===== config.mk =====
export PLATFORM = sky130hd
export DESIGN_NAME = play_receiver_flat
export DESIGN_NICKNAME = d
export VERILOG_FILES = /design/src/rtl/play_receiver_if.sv /design/src/rtl/play_receiver.sv /design/src/flat_wrapper.sv
export SDC_FILE = /design/constraint.sdc
export NUM_CORES = 1
export LEC_CHECK = 0
export CAP_MARGIN = 20
export CORE_MARGIN = 2
export CORE_UTILIZATION = 60
export DETAILED_ROUTE_END_ITERATION = 7
export PLACE_DENSITY = 0.83
export SLEW_MARGIN = 15
export SYNTH_ARGS = -nofsm -noshare
export SYNTH_HDL_FRONTEND = slang
export SYNTH_SLANG_ARGS = --single-unit

===== constraint.sdc =====
create_clock -name clock -period 2.7 [get_ports clock]
set_input_delay 0.54 -clock clock [delete_from_list [all_inputs] [get_ports clock]]
set_output_delay 0.54 -clock clock [all_outputs]
set_load 0.02 [all_outputs]

===== src/rtl/play_receiver_if.sv =====
// Serial line plus parsed-play outputs of play_receiver; the DUT takes the slave side.
// Latency: none (wires only). Backpressure: none; every strobe is a single-cycle pulse.
// The driver of rx/habilita takes the master side.
interface play_receiver_if #(
    parameter int NCHARS = 4
);
    logic                  rx;
    logic                  habilita;
    logic [4*NCHARS-1:0]   jogada;
    logic                  jogada_valida;
    logic                  erro;
    logic                  recebendo;
    logic [7:0]            dado_rx;
    logic                  pronto_rx;

    modport master (
        output rx, habilita,
        input  jogada, jogada_valida, erro, recebendo, dado_rx, pronto_rx
    );

    modport slave (
        input  rx, habilita,
        output jogada, jogada_valida, erro, recebendo, dado_rx, pronto_rx
    );
endinterface


===== src/rtl/play_receiver.sv =====
// 8N1 UART receiver plus a framing parser that turns NCHARS ASCII digits and an LF into packed BCD.
// Latency: pronto_rx one cycle after the stop sample; jogada/jogada_valida one cycle after that.
// Backpressure: none. Optional PLAY_RX_TIMEOUT_EN drops a partial play after TIMEOUT_CLKS idle cycles.
module play_receiver #(
    parameter int CLKS_PER_BIT = 434,
    parameter int NCHARS       = 4,
    parameter int TIMEOUT_CLKS = 10*434*4
) (
    input  logic           clock,
    input  logic           reset,
    play_receiver_if.slave bus
);
    localparam int HALF = CLKS_PER_BIT / 2;
    localparam int CW   = $clog2(CLKS_PER_BIT);
    localparam int NW   = $clog2(NCHARS + 1);

    typedef enum logic [1:0] {S_IDLE, S_START, S_DATA, S_STOP} uart_state_t;

    uart_state_t         state;
    logic                rx_meta, rx_sync;
    logic [CW-1:0]       clk_cnt;
    logic [2:0]          bit_idx;
    logic [7:0]          shift_q;
    logic                frame_err;
    logic                parse_err;
    logic [NW-1:0]       n_q;
    logic [4*NCHARS-1:0] buf_q;
    logic [4*NCHARS-1:0] buf_shift;
    logic                is_digit;
    logic                to_hit;

    always_ff @(posedge clock or negedge reset) begin
        if (!reset) begin
            rx_meta <= 1'b1;
            rx_sync <= 1'b1;
        end else begin
            rx_meta <= bus.rx;
            rx_sync <= rx_meta;
        end
    end

    always_ff @(posedge clock or negedge reset) begin
        if (!reset) begin
            state         <= S_IDLE;
            clk_cnt       <= '0;
            bit_idx       <= '0;
            shift_q       <= '0;
            bus.dado_rx   <= '0;
            bus.pronto_rx <= 1'b0;
            frame_err     <= 1'b0;
        end else begin
            bus.pronto_rx <= 1'b0;
            frame_err     <= 1'b0;
            case (state)
                S_IDLE: begin
                    if (!rx_sync) begin
                        state   <= S_START;
                        clk_cnt <= '0;
                    end
                end
                S_START: begin
                    if (clk_cnt == CW'(HALF - 1)) begin
                        clk_cnt <= '0;
                        bit_idx <= '0;
                        // Line back high at mid-start means a glitch, not a frame.
                        state   <= rx_sync ? S_IDLE : S_DATA;
                    end else begin
                        clk_cnt <= clk_cnt + 1'b1;
                    end
                end
                S_DATA: begin
                    if (clk_cnt == CW'(CLKS_PER_BIT - 1)) begin
                        clk_cnt <= '0;
                        shift_q <= {rx_sync, shift_q[7:1]};
                        bit_idx <= bit_idx + 1'b1;
                        if (bit_idx == 3'd7) state <= S_STOP;
                    end else begin
                        clk_cnt <= clk_cnt + 1'b1;
                    end
                end
                S_STOP: begin
                    if (clk_cnt == CW'(CLKS_PER_BIT - 1)) begin
                        clk_cnt <= '0;
                        state   <= S_IDLE;
                        if (rx_sync) begin
                            bus.pronto_rx <= 1'b1;
                            bus.dado_rx   <= shift_q;
                        end else begin
                            frame_err <= 1'b1;
                        end
                    end else begin
                        clk_cnt <= clk_cnt + 1'b1;
                    end
                end
                default: state <= S_IDLE;
            endcase
        end
    end

    // Digits shift in from the right, so after NCHARS of them the first sits in the MS nibble.
    always_comb begin
        buf_shift      = buf_q << 4;
        buf_shift[3:0] = bus.dado_rx[3:0];
    end

    assign is_digit = (bus.dado_rx >= 8'h30) && (bus.dado_rx <= 8'h39);

`ifdef PLAY_RX_TIMEOUT_EN
    localparam int TW = $clog2(TIMEOUT_CLKS + 1);
    logic [TW-1:0] to_cnt;

    always_ff @(posedge clock or negedge reset) begin
        if (!reset) begin
            to_cnt <= '0;
        end else if (n_q == '0 || bus.pronto_rx) begin
            to_cnt <= '0;
        end else if (!to_hit) begin
            to_cnt <= to_cnt + 1'b1;
        end
    end

    assign to_hit = (to_cnt == TW'(TIMEOUT_CLKS - 1));
`else
    assign to_hit = 1'b0;
`endif

    always_ff @(posedge clock or negedge reset) begin
        if (!reset) begin
            n_q               <= '0;
            buf_q             <= '0;
            bus.jogada        <= '0;
            bus.jogada_valida <= 1'b0;
            parse_err         <= 1'b0;
        end else begin
            bus.jogada_valida <= 1'b0;
            parse_err         <= 1'b0;
            if (!bus.habilita || frame_err) begin
                n_q <= '0;
            end else if (bus.pronto_rx) begin
                if (bus.dado_rx == 8'h0D) begin
                    n_q <= n_q;
                end else if (is_digit && n_q < NW'(NCHARS)) begin
                    buf_q <= buf_shift;
                    n_q   <= n_q + 1'b1;
                end else if (bus.dado_rx == 8'h0A && n_q == NW'(NCHARS)) begin
                    bus.jogada        <= buf_q;
                    bus.jogada_valida <= 1'b1;
                    n_q               <= '0;
                end else if (bus.dado_rx == 8'h0A && n_q == '0) begin
                    n_q <= n_q;
                end else begin
                    parse_err <= 1'b1;
                    n_q       <= '0;
                end
            end else if (to_hit && n_q != '0) begin
                parse_err <= 1'b1;
                n_q       <= '0;
            end
        end
    end

    // Framing errors surface in the pronto_rx slot, parser errors one cycle later; they never overlap.
    assign bus.erro      = frame_err | parse_err;
    assign bus.recebendo = (n_q != '0);
endmodule


===== src/flat_wrapper.sv =====
// flat-port wrapper written by rule: the top's interface ports become plain ports
module play_receiver_flat 
#(
    parameter int CLKS_PER_BIT = 434,
    parameter int NCHARS       = 4,
    parameter int TIMEOUT_CLKS = 10*434*4
)
  (clock, reset, bus_rx, bus_habilita, bus_jogada, bus_jogada_valida, bus_erro, bus_recebendo, bus_dado_rx, bus_pronto_rx);
  play_receiver_if #(.NCHARS(NCHARS)) bus_i ();
  input  logic clock;
  input  logic reset;
  input wire logic [$bits(bus_i.rx)-1:0] bus_rx;
  input wire logic [$bits(bus_i.habilita)-1:0] bus_habilita;
  output wire logic [$bits(bus_i.jogada)-1:0] bus_jogada;
  output wire logic [$bits(bus_i.jogada_valida)-1:0] bus_jogada_valida;
  output wire logic [$bits(bus_i.erro)-1:0] bus_erro;
  output wire logic [$bits(bus_i.recebendo)-1:0] bus_recebendo;
  output wire logic [$bits(bus_i.dado_rx)-1:0] bus_dado_rx;
  output wire logic [$bits(bus_i.pronto_rx)-1:0] bus_pronto_rx;
  assign bus_i.rx = bus_rx;
  assign bus_i.habilita = bus_habilita;
  assign bus_jogada = bus_i.jogada;
  assign bus_jogada_valida = bus_i.jogada_valida;
  assign bus_erro = bus_i.erro;
  assign bus_recebendo = bus_i.recebendo;
  assign bus_dado_rx = bus_i.dado_rx;
  assign bus_pronto_rx = bus_i.pronto_rx;
  play_receiver #(.CLKS_PER_BIT(CLKS_PER_BIT), .NCHARS(NCHARS), .TIMEOUT_CLKS(TIMEOUT_CLKS)) u_core (.clock(clock), .reset(reset), .bus(bus_i));
endmodule

Word-level counts from Yosys, hierarchy flattened:

Index checks and enable logic that the tools add are counted.
Widths: inputs -> output; s select.

* bits of input ports: 4
* register bits after elaboration: 71

* multiplexer cells: 37
* add/subtract/negate cells: 3
* equality and inequality tests: 16
* $lt $le $gt $ge: 3
* bitwise gates (word level): 4
* reductions and logical operators: 19

Operators by type and width (number)
* $mux 9: 3
* $pmux 9 s3: 1
* $mux 3: 8
* $mux 1: 17
* $eq 8x4->1 const B: 2
* $mux 2: 6
* $ne 2x1->1 const B: 5
* $reduce_and 5->1: 2
* $add 9x1->9 const B: 1
* $eq 9x8->1 const B: 1
* $eq 9x9->1 const B: 1
* $reduce_and 3->1: 3
* $ge 8x6->1 const B: 1
* $le 8x6->1 const B: 1
* $pmux 2 s4: 1
* $add 3x1->3 const B: 2
* $eq 3x3->1 const B: 2
* $pmux 3 s2: 1
* $eq 2x2->1 const B: 2
* $logic_and 1x1->1: 4
* $ne 4x1->1 const B: 1
* $reduce_and 4->1: 1
* $reduce_bool 2->1: 2
* $logic_not 3->1: 1
* other kinds (11): 13

Logic depth before layout (Yosys ltp):

Gate-level depths: netlist of the first run.

* word-level depth: 8
* mapped depth: 8

Worst setup path after synthesis of the first run:

OpenSTA, ideal clock, no wires.

* path type: flip-flop to flip-flop
* from: reg u_core.clk_cnt[1]
* to: reg u_core.bus.dado_rx[0]
* path buffers: 1
* data required time: 2.575 ns
* slack: 0.986 ns
* arrival time: 1.589 ns
* stages on the path, launching flop included: 8
* cells stage by stage: dfrtp_1 -> inv_1 -> ha_1 -> and4bb_4 -> and2_4 -> and3_4 -> buf_6 -> mux2_4

* cells in the longest elaborated chain, start to end: 2

RTL lines
* from (decl): line play_receiver.sv:21 `logic [CW-1:0] clk_cnt;`
* from (signal assigned): line play_receiver.sv:68 `clk_cnt <= clk_cnt + 1'b1;`
* from (signal assigned): line play_receiver.sv:78 `clk_cnt <= clk_cnt + 1'b1;`
* from (signal assigned): line play_receiver.sv:92 `clk_cnt <= clk_cnt + 1'b1;`
* $eq 9x9->1: line play_receiver.sv:82 `if (clk_cnt == CW'(CLKS_PER_BIT - 1)) begin`
* $reduce_and 3->1 (no source line)
* to (signal assigned): line play_receiver.sv:87 `bus.dado_rx <= shift_q;`
* to (decl): line play_receiver_if.sv:23 `output jogada, jogada_valida, erro, recebendo, dado_rx, pronto_rx`

No other way between the ends.
A chain may end at the register's enable or synchronous reset.

Worst setup path after layout of the first run:

* from: reg u_core.n_q[0]
* to: out bus_recebendo

* cells in the longest elaborated chain, start to end: 1

RTL lines
* from (decl): line play_receiver.sv:26 `logic [NW-1:0] n_q;`
* from (signal assigned): line play_receiver.sv:141 `n_q <= n_q;`
* from (signal assigned): line play_receiver.sv:144 `n_q <= n_q + 1'b1;`
* from (signal assigned): line play_receiver.sv:150 `n_q <= n_q;`
* $reduce_bool 3->1
* to (decl): line flat_wrapper.sv:17 `output wire logic [$bits(bus_i.recebendo)-1:0] bus_recebendo;`

No other way between the ends.

==> results of run 1 <==
==> cell type report <==
| type | count | area (µm²) | share of cell area, % |
|---|---|---|---|
| multi-input cells | 180 | 1350 | 35.6 |
| flip-flops and latches | 71 | 1780 | 46.8 |
| well taps | 70 | 87.6 | 2.30 |
| repair buffers | 33 | 333 | 8.76 |
| clock buffers | 11 | 151 | 3.98 |
| clock inverters | 5 | 56.3 | 1.48 |
| inverters | 11 | 41.3 | 1.09 |
==> cells in the final DEF, fill, tap and decap left out, types with 2 or more instances in the layout <==
master	instances
and4_1	2
a32o_1	2
ha_1	12
o21ai_0	8
clkinv_2	2
a21oi_1	5
a21o_1	4
nand2_1	56
and3_1	3
and2_1	3
dfstp_2	2
mux2i_1	2
a22o_1	3
nor2_1	10
mux2_4	18
clkbuf_8	11
nand2b_1	2
nor4b_1	2
nand3_1	6
dfrtp_1	69
mux2_2	14
clkdlybuf4s50_1	30
inv_1	10
nand4_1	3
xor2_1	4
==> routing by layer <==
layer  GRT usage [%]  routed length (µm)  vias up
li1                -                   -      993
met1            26.8                2550      990
met2            33.6                2740       42
met3            4.12                 193        9
met4            8.04                  85        0
met5               0                   0        -
==> kinds of logic (layout without fill, tap and decap cells) <==
kind of cell,after synthesis,after routing
XOR/XNOR,5,5
adder cells (fa/ha/maj),12,12
flip-flops,71,71
multiplexers,34,34
buffers and inverters,17,60
AND/OR/NAND/NOR,103,103
AO/OA/AOI/OAI,26,26
==> critical path, stage by stage (launching register included) <==
cell and delay (ns):
dfrtp_1 0.43, inv_1 0.07, ha_1 0.22, nand2_1 0.07, clkdlybuf4s50_1 0.60
==> sequential cells by signal, summed over array words and instances (netlist names), 3 cells and up, named ones only <==
register            count
u_core.bit_idx          3
u_core.buf_q           16
u_core.bus.dado_rx      8
u_core.bus.jogada      16
u_core.clk_cnt          9
u_core.n_q              3
u_core.shift_q          8
==> stage by stage <==
step | utilization (%) | area [µm²] | cells | worst slack [ns] | hold WS [ns]
floorplan | - | 3220 | 268 | 0.986 | 0.244
global placement | 69.9 | 3590 | 365 | 0.577 | 0.346
detailed placement | 69.9 | 3590 | 365 | 0.522 | 0.348
CTS | 74.0 | 3800 | 381 | 0.444 | 0.233
global route | 74.0 | 3800 | 381 | 0.369 | 0.259
finish | 74.0 | 3800 | 381 | 0.441 | 0.221
==> report_power, final <==
part           internal (W)  leakage, nW  switching, W
combinational    0.00000692        0.854     0.0000217
clock              0.000475        0.105      0.000384
sequential          0.00107        0.971    0.00000137
==> how the worst min path moves through the flow <==
stage                                       to  slack (ns)  cells past startpoint
finish                   u_core.bus.jogada[12]        0.22                      2
global route             u_core.bus.jogada[12]        0.26                      2
floorplan           asynchronous set/reset pin        0.24                      0
global placement                u_core.rx_sync        0.35                      0
detailed placement              u_core.rx_sync        0.35                      0
CTS                      u_core.bus.jogada[12]        0.23                      2
==> reports/results.tsv, run 1 <==
metric	value	unit
Layout Skew	0.00736	ns
area share of and/or/nand/nor cells after synthesis	16.7	%
synth warn	0	
largest net degree at the start of global routing	72	
IO Port Bufs	31	
Final period util	83.7	%
Setup violations, final	0	
Arr. time, crit path	1.72	ns
status	completed	
R2R Path End	u_core.n_q[2]	
DIE WIDTH	77.2	µm
die area	5960	µm²
DRC Markers	0	
# IOs	32	
Synth Net Count	284	
HP Class	input pin to asynchronous set/reset pin	
most frequent cells after synthesis	69 x dfrtp_1, 56 x nand2_1, 18 x mux2_4	
R2R depth	7	
layout net count	322	
Synth Area in Compound Gates	5.37	%
startpoint types	flop	
Synth area leaders	dfrtp_1 54%, mux2_4 8.4%, nand2_1 6.5%, mux2_2 4.9%, ha_1 4.7%	
multiplexer area fraction after synthesis	13.9	%
pwr/cell area	514	nW/µm²
initial antenna violation count	0	
Critical Path Sink	bus_recebendo	
GRT Total Usage	20.4	%
Synth Area per Inst	12.0	µm²
DR WL/cell	14.6	µm
FFs w/ async S/R, synth	100	%
slew of the pin with the lowest slew margin	0.555	ns
Routed Antenna Nets	0	
TNS Setup	0	ns
CTS tree	yes	
Pwr Total	0.00196	W
DRT iter0 DRCs	117	
XOR/XNOR Fraction of Synth Area	1.36	%
Routability Congestion	0.809	
first-pass GRT wire length	9640	µm
Fmax	443	MHz
Antenna Cells	0	
endpoints failing hold	0	
Post-CTS Resized	0	
Worst Setup Path Type	flop to primary output	
number of max-cap violations	0	
r2r startpoint	u_core.n_q[0]	
clk buf depth	2	
die height	77.2	µm
Seq/Total Area, Yosys	55.3	%
hold bufs inserted after CTS	0	
drt first pass iters	4	
Post-Synth Adder-Cell Area	4.67	%
Post-synth top flop	dfrtp_1	
# rows	26	
Synth top area share	53.7	%
cell count after synthesis	268	
Slew headroom	63.0	%
Worst setup EP type	primary output	
htree depth	3	
synthesis-to-layout area growth	18.2	%
largest area contributor in the netlist	dfrtp_1	
buffer count from post-CTS setup fixing	0	
cell area after synthesis	3220	µm²
clk_lat worst skew	0.33	ns
Synth Register Bits	71	
post-detail-place hpwl	3820	µm
clk slew on worst S/H paths	0.07	ns
CP required	2.16	ns
total gr overflow	0	
via count	2034	
Post-synth EDFFs	0	
fillcell total	381	
vias in the first global route	2133	
Root Driver	clkbuf_8	
post-synth cell types	48	
maximum VDD drop	0.365	mV
top-count cell post-synth	dfrtp_1	
fin. max-slew vios	0	
CTS sink cnt	71	
Period minus WS final	2.26	ns
Starting Density	62.6	%
RSZ-0062 raised after global routing	false	
core area	5140	µm²
largest family of logic cells by synthesized area	simple AND/OR/NAND/NOR gates	
crit path from	u_core.n_q[0]	
Num CTS Buffers	9	
crit path max fanout	4	
Leak	1.93	nW
reg2reg setup slack	0.85	ns
layout cells sized above 1	20.6	%
DR vias/cell	5.34	
Total Wirelength	5570	µm
No activity file was read; power rests on OpenSTA's default activity.
==> inputs of run 2 (changes only) <==
- CORE_UTILIZATION: 60 -> 56
- PLACE_DENSITY: 0.83 -> 0.79
- clock period: 2.7 -> 2.3 ns (I/O delays scaled with it)
==> run 2 against run 1 <==
- sequential cell count unchanged
- utilization down 5.4 points
- wire length decreased by 2.7%
- hold slack improved by 0.14 ns
- total power increased by 11%
- non-clock buffer count grew 2
- largest cell class unchanged
==> reports/results.tsv, run 2 (same netlist as run 1, synthesis figures left out) <==
metric	value	unit	change
most common cell after layout, fill and taps aside	dfrtp_1		unchanged
vias in the first global route	1976		was 2,133
TNS Setup	0	ns	unchanged
DR WL/cell	14.1	µm	was 14.6 µm
CP max stage cell	clkdlybuf4s50_1		unchanged
CTS tree	yes		unchanged
Sequential Power Share	57.5	%	was 54.6%
layout net count	324		was 322
synthesis-to-layout area growth	18.1	%	was 18.2%
first-pass GRT wire length	9360	µm	was 9640 µm
Starting Density	58.0	%	was 62.6%
Fmax	465	MHz	
logic gate share of total power	1.6	%	was 1.5%
Num CTS Buffers	9		unchanged
largest net degree at the start of global routing	67		was 72
maximum VDD drop	0.434	mV	was 0.365 mV
endpoints failing hold	0		unchanged
biggest regs	u_core.buf_q (16), u_core.bus.jogada (16), u_core.clk_cnt (9)		unchanged
Routed Antenna Nets	0		unchanged
Antenna Cells	0		unchanged
die height	79.8	µm	was 77.2 µm
layout cells sized above 1	20.4	%	was 20.6%
CTS sink cnt	71		unchanged
Root Driver	clkbuf_8		unchanged
drt first pass iters	4		unchanged
status	completed		unchanged
cells along the critical path	inv_1 -> ha_1 -> nand2_1 -> clkdlybuf4s50_1		unchanged
clk buf depth	2		unchanged
Final period util	93.5	%	
Worst setup EP type	primary output		unchanged
Core Util, Final	68.6	%	was 74.0%
number of max-cap violations	0		unchanged
Arr. time, crit path	1.69	ns	was 1.72 ns
switch share	21.4	%	was 20.8%
die area	6360	µm²	was 5960 µm²
Period minus WS final	2.15	ns	
initial antenna violation count	0		unchanged
core area	5540	µm²	was 5140 µm²
DIE WIDTH	79.8	µm	was 77.2 µm
slew of the pin with the lowest slew margin	0.342	ns	was 0.555 ns
HP Class	flop to flop		was input pin to asynchronous set/reset pin
DRC Markers	0		unchanged
CP required	1.84	ns	was 2.16 ns
via count	2055		was 2,034
pwr/cell area	573	nW/µm²	was 514 nW/µm²
Internal	0.00171	W	was 0.00155 W
Slew headroom	77.2	%	was 63.0%
clock network power share	40.9	%	was 44.0%
RSZ-0062 raised after global routing	false		unchanged
switching power	0.000465	W	was 0.000407 W
DRT iter0 DRCs	78		was 117
fin. max-slew vios	0		unchanged
Routability Congestion	0.947		was 0.809
GRT Total Usage	19.6	%	was 20.4%
clk_lat worst skew	0.33	ns	about the same
slowest stage delay, CP	0.60	ns	about the same
worst hold slack	0.358	ns	was 0.221 ns
# IOs	32		unchanged
post-detail-place hpwl	3860	µm	was 3820 µm
Total Wirelength	5420	µm	was 5570 µm
IO Port Bufs	31		unchanged
# rows	27		was 26
Leak	1.93	nW	about the same
Worst Setup Path Type	flop to primary output		unchanged
htree depth	3		unchanged
most frequent cells in the layout	69 x dfrtp_1, 56 x nand2_1, 30 x clkdlybuf4s50_1		unchanged
Layout Skew	0.00563	ns	was 0.00736 ns
clk slew on worst S/H paths	0.07	ns	about the same
crit path max fanout	4		unchanged
total gr overflow	0		unchanged
Setup violations, final	0		unchanged
buffer count from post-CTS setup fixing	0		unchanged
startpoint types	flop		unchanged
DR vias/cell	5.34		about the same
run 2: final cells by class:
type | count | area, µm²
fillers | 432 | 1740
multi-input cells | 180 | 1350
inverters | 11 | 41.3
flip-flops and latches | 71 | 1780
repair buffers | 35 | 350
clock buffers | 12 | 155
well taps | 72 | 90.1
clock inverters | 4 | 30.0
run 2: what timing repair did:
item	4_1_cts	5_1_grt
endpoints found under the setup margin	0	0
endpoints found under the hold margin	5	0
gates resized for setup	0	0
hold buffers	1	0
run 2: routing by layer:
layer | wire, µm | up-vias | track usage, % | share of wire, %
li1 | - | 997 | - | -
met5 | 0 | - | 0 | 0
met2 | 2590 | 39 | 30.2 | 48
met3 | 207 | 5 | 6.00 | 3.8
met1 | 2550 | 1014 | 26.5 | 47
met4 | 67 | 0 | 6.95 | 1.2
run 2: path summary, 6_finish.rpt:
path	startpoint	end	slack, ns	cells after the start
min in group asynchronous	reset	u_core.bus.jogada[14]	0.49	2
max	u_core.n_q[0]	bus_recebendo	0.15	4
max in group asynchronous	reset	u_core.rx_meta	1.21	3
min reg2reg	u_core.rx_meta	u_core.rx_sync	0.36	0
min	u_core.rx_meta	u_core.rx_sync	0.36	0
max reg2reg	u_core.clk_cnt[1]	u_core.bus.dado_rx[4]	0.49	6
run 2: critical path: cells and delay by family (launching register included):
family        cells  cell delay, ns
buf+inv           2            0.66
fa+ha+maj         1            0.21
flops             1            0.42
simple gates      1            0.06
run 2: power groups by stage:
stage	Clock (W)	Combinational, W	Sequential [W]
6_report	0.000890	0.0000351	0.00125
5_1_grt	0.000981	0.0000421	0.00125
4_1_cts	0.000926	0.0000373	0.00125
3_5_place_dp	0	0.0000359	0.00128
3_3_place_gp	0	0.0000352	0.00128
2_1_floorplan	0	0.00000254	0.00128
run 2: metrics by stage:
| step | total power [W] | setup slack (ns) | cells | cell area (µm²) |
|---|---|---|---|---|
| 2_1_floorplan | 0.00128 | 0.586 | 268 | 3220 |
| 3_3_place_gp | 0.00131 | 0.448 | 368 | 3600 |
| 3_5_place_dp | 0.00131 | 0.410 | 368 | 3600 |
| 4_1_cts | 0.00222 | 0.132 | 385 | 3800 |
| 5_1_grt | 0.00228 | 0.0470 | 385 | 3800 |
| 6_report | 0.00218 | 0.149 | 385 | 3800 |
==> inputs of run 3 (changes only) <==
- CTS_CLUSTER_DIAMETER: unset -> 80
==> results of run 3 <==
The final DEF is identical to that of run 2; final timing and power are the same.
==> edit 1 (config.mk and constraints of run 2) <==
`CLKS_PER_BIT` is set to 434 in 2 places; all go to 868.
--- a/src/rtl/play_receiver.sv
+++ b/src/rtl/play_receiver.sv
@@ -4,3 +4,3 @@
 module play_receiver #(
-    parameter int CLKS_PER_BIT = 434,
+    parameter int CLKS_PER_BIT = 868,
     parameter int NCHARS       = 4,
--- a/src/flat_wrapper.sv
+++ b/src/flat_wrapper.sv
@@ -3,3 +3,3 @@
 #(
-    parameter int CLKS_PER_BIT = 434,
+    parameter int CLKS_PER_BIT = 868,
     parameter int NCHARS       = 4,
Behaviour: same outputs for any inputs over 10 cycles, from zero or initial values and one cycle with reset low; that may be too few to reach the edited logic, so the function may still have changed.
==> edit 1 against run 2 <==
First-iteration DRC count rose by 36%; register-to-register slack got worse by 0.32 ns; critical endpoint is now u_core.bit_idx[0]$_DFFE_PN0P_; utilization rose by 1.1 points; sequential cell count rose by 1; largest cell class unchanged; synthesized area rose by 0.86%; design area rose by 1.6%; wire length barely moved; sequential share of layout area fell by 0.081 points; power rose by 4.3%; critical path depth rose by 2; combinational power fell by 5%; worst setup slack improved by 0.024 ns.
==> edit 1: results (changes against run 2) <==
Status
  • Status: complete, no violations (unchanged)

Pwr
  • P_sw: 0.475 mW (was 0.465 mW)
  • Max VDD drop: 490 uV (was 434 uV)
  • Register share of total power: 55.9% (was 57.5%)
  • Design Power: 2.27 mW (was 2.18 mW)
  • P_leak: 1.87 nW (was 1.93 nW)
  • P_clk: 0.967 mW (was 0.890 mW)

Global route
  • Global Route met3 Usage: 3.82% (was 6.00%)
  • Met2 usage: 30.1% (was 30.2%)
  • GRT met1 Usage: 25.3% (was 26.5%)
  • First-pass GRT wire length: 9.31 mm (was 9.36 mm)
  • Overall Global Routing Usage: 19.0% (was 19.6%)

Worst setup path
  • R2R Setup Slk: 0.17 ns (was 0.49 ns)
  • Worst reg2reg endpoint: u_core.bit_idx[0]$_DFFE_PN0P_ (was u_core.bus.dado_rx[4]$_DFFE_PN0P_)
  • Max incr delay on CP: 0.46 ns (was 0.60 ns)
  • Cell family with most CP delay: simple AND/OR/NAND/NOR gates (was buffers and inverters)
  • Crit path max fanout: 7 (was 4)
  • Critical path class: reg -> reg (was reg -> out)
  • WP data arrival: 2.35 ns (was 1.69 ns)
  • Slowest cell on the critical path: dfrtp_1 (was clkdlybuf4s50_1)

Placement
  • Routability cong.: 0.825 (was 0.947)
  • Detailed placement HPWL: 3.77 mm (was 3.86 mm)

Timing
  • Fin Hold WS: 0.140 ns (was 0.358 ns)
  • Clk_skew: 0.00504 ns (was 0.00563 ns)
  • Worst-Margin Slew: 0.393 ns (was 0.342 ns)

Drt
  • Met2 routed WL: 2.62 mm (was 2.59 mm)
  • WL met3: 150 um (was 207 um)

Worst hold path
  • Min-delay worst type: in -> async (was reg -> reg)

Cells and area
  • Share of cells above drive strength 1: 27.2% (was 20.4%)
  • Nets: 301 (was 324)

Synth
  • Synth cell count leaders: 70 x dfrtp_1, 38 x mux2_2, 12 x nand2_1, 12 x nor2_1 (was 69 x dfrtp_1, 56 x nand2_1, 18 x mux2_4)
-- edit 1: logic make-up (layout without fill, tap and decap cells) --
kind of cell	after synthesis	after routing	synth area share (%)
xor gates and xnor gates	4	4	1.08
DFF	72	72	55.6
AOI/OAI and AO/OA	25	25	5.13
buffers and inverters	17	62	2.62
adders and majority gates	11	11	4.24
and+or+nand+nor	65	65	12.4
muxes	51	51	18.9
-- edit 1: cell type report --
| type | instances | area [um2] |
|---|---|---|
| inverter | 11 | 41.3 |
| tap | 72 | 90.1 |
| fill | 403 | 1680 |
| clock inverter | 4 | 45.0 |
| timing repair buffer | 36 | 380 |
| multi-input combinational | 156 | 1360 |
| sequential | 72 | 1800 |
| clock buffer | 11 | 141 |
-- edit 1: stage by stage --
stage          worst slack, ns  std cells
6_report                 0.174        362
5_1_grt                 0.0434        362
4_1_cts                  0.147        362
3_5_place_dp             0.163        347
3_3_place_gp             0.265        347
2_1_floorplan            0.315        245
==> edit 2 (settings of run 2) <==
Without the edit above. Put a register stage on the output `bus.erro`. The value now appears one clock later.
--- a/src/rtl/play_receiver.sv
+++ b/src/rtl/play_receiver.sv
@@ -162,3 +162,5 @@
     // Framing errors surface in the pronto_rx slot, parser errors one cycle later; they never overlap.
-    assign bus.erro      = frame_err | parse_err;
+    always_ff @(posedge clock) begin
+        bus.erro <= frame_err | parse_err;
+    end
     assign bus.recebendo = (n_q != '0);
Behaviour: same outputs for any inputs over 10 cycles, from zero or initial values and one cycle with reset low; that may be too few to reach the edited logic, so the function may still have changed.
==> edit 2 against run 2 <==
Wire length is 1.6% higher; via count is 2.8% lower; synthesized cell count is 0.37% higher; power is 15% higher; combinational power is 6.6% higher; largest cell class unchanged; highest routed layer unchanged; synthesized area is 0.62% higher; sequential cell count is 1 higher; worst setup slack better by 0.0039 ns; design area is 2.3% higher.
==> edit 2: results (changes against run 2) <==
Status
  • Status: complete, no violations (unchanged)

Worst setup path
  • Reg-to-reg startpoint: u_core.n_q[0]$_DFFE_PN0P_ (was u_core.clk_cnt[1]$_DFFE_PN0N_)

Pwr
  • Combinational power: 0.0374 mW (was 0.0351 mW)
  • Design Power: 2.51 mW (was 2.18 mW)
  • Max VDD drop: 391 uV (was 434 uV)

Cells and area
  • Fraction of area in multi-input gates: 34.8% (was 35.6%)
  • ClkCell Share: 6.25% (was 4.87%)
  • Sequential share of cell area: 46.3% (was 46.8%)
  • FILL cells: 394 (was 432)
  • Final instance area: 3890 um2 (was 3800 um2)

Timing
  • Worst-Margin Slew: 0.563 ns (was 0.342 ns)

Drt
  • Vias per std cell: 5.17 (was 5.34)
  • 1st-iter DRT viols: 86 (was 78)

Synth
  • Ys async rst share: 98.6% (was 100%)
  • Synth Area in Compound Gates: 5.34% (was 5.37%)
  • Post-Syn Instances: 269 (was 268)
  • Mux contribution to synthesized area: 13.8% (was 13.9%)
  • Largest cells by area after synthesis: dfrtp_1 53%, mux2_4 8.4%, nand2_1 6.5%, mux2_2 4.9%, ha_1 4.6% (was dfrtp_1 54%, mux2_4 8.4%, nand2_1 6.5%, mux2_2 4.9%, ha_1 4.7%)
  • Seq cells post-synth: 72 (was 71)
  • Synth unique cells: 49 (was 48)
  • Net Count, Synth: 285 (was 284)
  • Post-synthesis adder-cell area fraction: 4.64% (was 4.67%)

Placement
  • Setup WS pre-CTS: 0.418 ns (was 0.410 ns)
  • Detailed placement HPWL: 3.95 mm (was 3.86 mm)

Global route
  • Overall Global Routing Usage: 19.3% (was 19.6%)
  • First-pass GRT wire length: 9.31 mm (was 9.36 mm)
edit 2: changes by cell type in the layout (fill, tap and decap cells not counted):
cell,change
inv_6,+1
clkbuf_8,-2
clkinvlp_4,+1
dlygate4sd3_1,-1
dfxtp_1,+1
bufinv_16,+3
clkinv_4,-2
buf_12,+1
clkbuf_1,-1
edit 2: routing by layer:
layer | global-route usage [%] | up-vias | wire, um
li1 | - | 1000 | -
met1 | 26.4 | 952 | 2600
met2 | 28.8 | 38 | 2610
met3 | 5.66 | 7 | 212
met4 | 7.80 | 0 | 81
met5 | 0 | - | 0
edit 2: worst max-delay path by stage:
stage                                  start                                end  slack, ns  cells after the start
5_1_grt            u_core.n_q[0]$_DFFE_PN0P_                      bus_recebendo        0.1                      4
2_1_floorplan  u_core.clk_cnt[1]$_DFFE_PN0N_  u_core.bus.dado_rx[0]$_DFFE_PN0P_       0.59                      7
3_5_place_dp                    bus_habilita        u_core.buf_q[8]$_DFFE_PN0P_       0.42                      5
3_3_place_gp                    bus_habilita       u_core.buf_q[13]$_DFFE_PN0P_       0.46                      5
4_1_cts            u_core.n_q[0]$_DFFE_PN0P_                      bus_recebendo       0.14                      4
6_report           u_core.n_q[0]$_DFFE_PN0P_                      bus_recebendo       0.15                      4
edit 2: critical path, delay by kind of cell, from the launching register on:
family | cells | cell delay (ns)
buffers and inverters | 2 | 0.66
flip-flops | 1 | 0.41
adder cells (fa/ha/maj) | 1 | 0.22
AND/OR/NAND/NOR | 1 | 0.07
edit 2: logic make-up (layout without fill, tap and decap cells):
logic type	after synthesis	count (layout)
buf+inv	17	62
fa+ha+maj	12	12
compound gates	26	26
simple gates	103	103
mux	34	34
xor+xnor	5	5
flops	72	72
